[src/rtl/spiker_writer.sv]
// Return path of the spiker adapter: accumulates per-neuron spike counts over a run,
// picks the winning neuron with a sequential argmax and strobes the results out.
module spiker_writer #(
  parameter int N_OUT     = 10,
  parameter int CNT_WIDTH = 8,
  parameter int N_STEPS   = 25,
  parameter int IDX_WIDTH = $clog2(N_OUT)
) (
  input  logic                       clk_i,
  input  logic                       rst_ni,
  input  logic                       start_i,
  input  logic                       out_valid_i,
  input  logic [N_OUT-1:0]           out_spikes_i,
  output logic                       out_ready_o,
  output logic [N_OUT*CNT_WIDTH-1:0] counts_o,
  output logic                       counts_de_o,
  output logic [IDX_WIDTH-1:0]       winner_o,
  output logic                       winner_de_o,
  output logic                       busy_o,
  output logic                       done_o,
  output logic                       overflow_o
);

  localparam int STEP_W = $clog2(N_STEPS + 1);
  localparam logic [CNT_WIDTH-1:0] CNT_MAX   = '1;
  localparam logic [STEP_W-1:0]    LAST_STEP = STEP_W'(N_STEPS - 1);
  localparam logic [IDX_WIDTH-1:0] LAST_IDX  = IDX_WIDTH'(N_OUT - 1);

  typedef enum logic [1:0] {IDLE, ACCUM, ARGMAX, WRITE} state_e;

  state_e                 state_q, state_d;
  logic                   start_q, start_pulse, beat, scan_last, scan_gt, run_start;
  logic [CNT_WIDTH-1:0]   cnt_q [N_OUT];
  logic [STEP_W-1:0]      step_q;
  logic [IDX_WIDTH-1:0]   scan_q, best_idx_q, winner_q;
  logic [CNT_WIDTH-1:0]   best_val_q;
  logic                   done_q, overflow_q;

  assign start_pulse = start_i & ~start_q;
  assign run_start   = (state_q == IDLE) & start_pulse;
  assign beat        = (state_q == ACCUM) & out_valid_i;
  assign scan_last   = (scan_q == LAST_IDX);
  assign scan_gt     = cnt_q[scan_q] > best_val_q;

  always_ff @(posedge clk_i or negedge rst_ni) begin
    if (!rst_ni) begin
      state_q <= IDLE;
      start_q <= 1'b0;
    end else begin
      state_q <= state_d;
      start_q <= start_i;
    end
  end

  always_comb begin
    state_d = state_q;
    unique case (state_q)
      IDLE:    if (start_pulse) state_d = ACCUM;
      ACCUM:   if (beat && step_q == LAST_STEP) state_d = ARGMAX;
      ARGMAX:  if (scan_last) state_d = WRITE;
      WRITE:   state_d = IDLE;
      default: state_d = IDLE;
    endcase
  end

  // Saturating counters; an increment attempted at full scale flags overflow instead.
  always_ff @(posedge clk_i or negedge rst_ni) begin
    if (!rst_ni) begin
      for (int i = 0; i < N_OUT; i++) cnt_q[i] <= '0;
      step_q     <= '0;
      overflow_q <= 1'b0;
    end else if (run_start) begin
      for (int i = 0; i < N_OUT; i++) cnt_q[i] <= '0;
      step_q     <= '0;
      overflow_q <= 1'b0;
    end else if (beat) begin
      step_q <= step_q + 1'b1;
      for (int i = 0; i < N_OUT; i++) begin
        if (out_spikes_i[i]) begin
          if (cnt_q[i] == CNT_MAX) overflow_q <= 1'b1;
          else                     cnt_q[i]   <= cnt_q[i] + 1'b1;
        end
      end
    end
  end

  // One neuron per cycle; strict compare keeps the lowest index on ties.
  always_ff @(posedge clk_i or negedge rst_ni) begin
    if (!rst_ni) begin
      scan_q     <= '0;
      best_idx_q <= '0;
      best_val_q <= '0;
      winner_q   <= '0;
    end else if (state_q == ACCUM) begin
      scan_q     <= '0;
      best_idx_q <= '0;
      best_val_q <= '0;
    end else if (state_q == ARGMAX) begin
      scan_q <= scan_q + 1'b1;
      if (scan_gt) begin
        best_val_q <= cnt_q[scan_q];
        best_idx_q <= scan_q;
      end
      if (scan_last) winner_q <= scan_gt ? scan_q : best_idx_q;
    end
  end

  always_ff @(posedge clk_i or negedge rst_ni) begin
    if (!rst_ni)                done_q <= 1'b0;
    else if (run_start)         done_q <= 1'b0;
    else if (state_q == WRITE)  done_q <= 1'b1;
  end

  for (genvar g = 0; g < N_OUT; g++) begin : g_pack
    assign counts_o[(g+1)*CNT_WIDTH-1 -: CNT_WIDTH] = cnt_q[g];
  end

  assign out_ready_o = (state_q == ACCUM);
  assign busy_o      = (state_q != IDLE);
  assign counts_de_o = (state_q == WRITE);
  assign winner_de_o = (state_q == WRITE);
  assign winner_o    = winner_q;
  assign done_o      = done_q;
  assign overflow_o  = overflow_q;

endmodule

[config.mk]
export PLATFORM = sky130hd
export DESIGN_NAME = spiker_writer
export DESIGN_NICKNAME = d
export VERILOG_FILES = /design/src/rtl/spiker_writer.sv
export SDC_FILE = /design/constraint.sdc
export NUM_CORES = 1
export LEC_CHECK = 0
export ABC_AREA = 1
export CAP_MARGIN = 20
export CORE_MARGIN = 10
export CORE_UTILIZATION = 40
export CTS_BUF_LIST = sky130_fd_sc_hd__clkbuf_8
export CTS_CLUSTER_SIZE = 12
export DETAILED_ROUTE_END_ITERATION = 10
export PLACE_DENSITY_LB_ADDON = 0.05
export SETUP_SLACK_MARGIN = 0.15
export SYNTH_ARGS = -nofsm -noshare
export SYNTH_HDL_FRONTEND = slang
export SYNTH_SLANG_ARGS = --single-unit
[constraint.sdc]
create_clock -name clk_i -period 3.5 [get_ports clk_i]
set_input_delay 0.7 -clock clk_i [delete_from_list [all_inputs] [get_ports clk_i]]
set_output_delay 0.7 -clock clk_i [all_outputs]
set_load 0.1 [all_outputs]
==> flow_summary.json <==
{
  "cts.sinks": 110,
  "mostFrequentLayoutCells": "nand2_1, nand3_1, inv_1",
  "finalClockSkew_ns": 0.00955,
  "synth_top_area_share_pct": 39.5,
  "cp_max_fo": 49,
  "ys_ff_latch": 110,
  "die_y_um": 152,
  "first_pass_iters": 5,
  "cts_made_buffers": 9,
  "slew_headroom_pct": 33.2,
  "worst_slew_pin_slew_ns": 0.999,
  "async_flop_share_pct": 100,
  "period_minus_slack_ns": 2.94,
  "report.final.slew_viol_count": 0,
  "antenna_left": 0,
  "layout-drive-gt1-share_pct": 13.7,
  "synth.distinct_cells": 35,
  "overflow": 0,
  "synth_seq_area_share_pct": 39.5,
  "dp_slack_ns": 0.503,
  "whs_ns": 0.343,
  "yosysWarnings": 0,
  "worstPathArrival_ns": 3.22,
  "synth-main-ff-cell": "dfrtp_1",
  "pin_count": 104,
  "dr_wl_met2_mm": 9.73,
  "hold_viol": 0,
  "setup_viol": 0,
  "htreeDepth": 3,
  "drc": 0,
  "n_antenna_cell": 0,
  "final.setup.tns_ns": 0,
  "vias": 6533,
  "grt_max_degree": 76,
  "crit_required_ns": 3.79,
  "nets": 1071,
  "mostFrequentLayoutCell": "nand2_1",
  "drt-initial-drc-count": 445,
  "synth-edff-count": 0,
  "netlist_instances": 937,
  "dpl.hpwl_mm": 15.6,
  "min_path_type": "in -> async",
  "clk_pin_slew_ns": 0.11,
  "rows": 48,
  "root_buffer": "clkbuf_8",
  "grt_pass1_vias": 6452,
  "fillers": 1774,
  "clkLatencyLatePin_ns": 0.39,
  "netlist_area_mm2": 0.00697,
  "synth_area_leader_cell": "dfrtp_1",
  "synth.net_count": 977,
  "die_w_um": 152,
  "post-route-cell-area_mm2": 0.00824,
  "vias_per_cell": 5.18,
  "wl_met3_um": 872,
  "cp-start-kind": "register",
  "die_area_mm2": 0.0231,
  "fin_ws_ns": 0.563,
  "wl_mm": 21.1,
  "initial_utilization_pct": 40.6,
  "highest_layer": "met4",
  "outcome": "completed",
  "antenna_found_initial": 0,
  "core_mm2": 0.0172,
  "wl_met1_mm": 10.2,
  "rsz0062_at_grt": "no",
  "portBuffers": 103,
  "wl_per_cell_um": 16.7,
  "grt_usage_pct": 18.1,
  "worstSetupPathType": "reg -> reg",
  "cts_tree": "done",
  "fmax_mhz": 341,
  "drv_cap": 0,
  "gp_congestion": 0.828,
  "area_growth_pct": 18.2,
  "clockBufferDepth": 2,
  "post_dp_cell_area_mm2": 0.00800,
  "synth.area.top_cells": "dfrtp_1, nand2_1, nand3_1",
  "avgSynthCellArea_um2": 7.44,
  "endpoint_kind": "register",
  "grt_pass1_wl_mm": 34.9,
  "fin_crit_sh_pct": 83.9
}
## flip-flops by register name, summed over array words and instances, names as in the netlist
register / flops
step_q: 5
best_idx_q: 4
winner_o: 4
overflow_o: 1
scan_q: 4
counts_o: 80
done_o: 1
state_q: 2
start_q: 1
best_val_q: 8
## Yosys cell counts, types with 18 or more instances
cell type	number
a21oi_1	46
buf_2	18
dfrtp_1	110
ha_1	26
inv_1	114
nand2_1	211
nand3_1	129
nand4_1	18
nor2_1	47
nor3_1	25
o21ai_0	77
o31ai_1	21
xor2_1	24
## timing repair
item,CTS,global route
setup buffers,0,2
hold buffers,0,0
gates resized for setup,0,2
endpoints found under the setup margin,0,8
## per-stage QoR
step,instances,utilization (%)
floorplan,937,-
global placement,1243,46.5
detailed placement,1243,46.5
CTS,1258,47.8
global route,1260,48.0
finish,1260,48.0
## per-layer routing
layer | vias up | track usage, %
li1 | 3300 | -
met1 | 3078 | 24.7
met2 | 135 | 28.6
met3 | 20 | 3.05
met4 | 0 | 5.73
met5 | - | 0
## worst max-delay path: stages, from the launching register on
cell and delay [ns]:
dfrtp_2 0.60, buf_6 0.34, nor2_1 0.08, nor2_1 0.08
o21ai_0 0.09, nand3_1 0.13, nand3_1 0.11, nand2_1 0.11
ha_1 0.25, a21oi_1 0.15, nor2_1 0.05, nor3_1 0.13
nand2_1 0.16, nand2_1 0.17, inv_1 0.19, nand3_1 0.13
nand2_1 0.06
## final timing paths
path	startpoint	end	slack, ns	cells past startpoint
max reg2reg	scan_q[0]$_DFFE_PN0P_	best_val_q[3]$_DFFE_PN0P_	0.56	16
max in group asynchronous	rst_ni	scan_q[0]$_DFFE_PN0P_	2.29	2
min	rst_ni	counts_o[58]$_DFFE_PN0P_	0.34	1
min in group clk_i	best_idx_q[3]$_DFFE_PN0P_	best_idx_q[3]$_DFFE_PN0P_	0.49	2
max	scan_q[0]$_DFFE_PN0P_	best_val_q[3]$_DFFE_PN0P_	0.56	16
min reg2reg	best_idx_q[3]$_DFFE_PN0P_	best_idx_q[3]$_DFFE_PN0P_	0.49	2
## cell type report
cell class / instances / area [um2] / area share, %
Multi-Input combinational cell: 681 / 3620 / 43.9
Sequential cell: 110 / 2750 / 33.4
Timing Repair Buffer: 112 / 920 / 11.2
Inverter: 117 / 443 / 5.38
Tap cell: 225 / 282 / 3.42
Clock buffer: 11 / 151 / 1.84
Clock inverter: 4 / 70.1 / 0.850
## cells by family (layout without fill, tap and decap cells)
logic type                 count (synthesis)  in the layout  share of synthesized area (%)
adders and majority gates                 26             26                           4.67
and+or+nand+nor                          461            461                           30.6
AOI/OAI and AO/OA                        166            166                           13.1
buffers and inverters                    146            244                           8.63
xor gates and xnor gates                  28             28                           3.52
DFF                                      110            110                           39.5
Power is not shown: default switching activity piles up to over one toggle a cycle in this logic, so the estimate is an artifact.
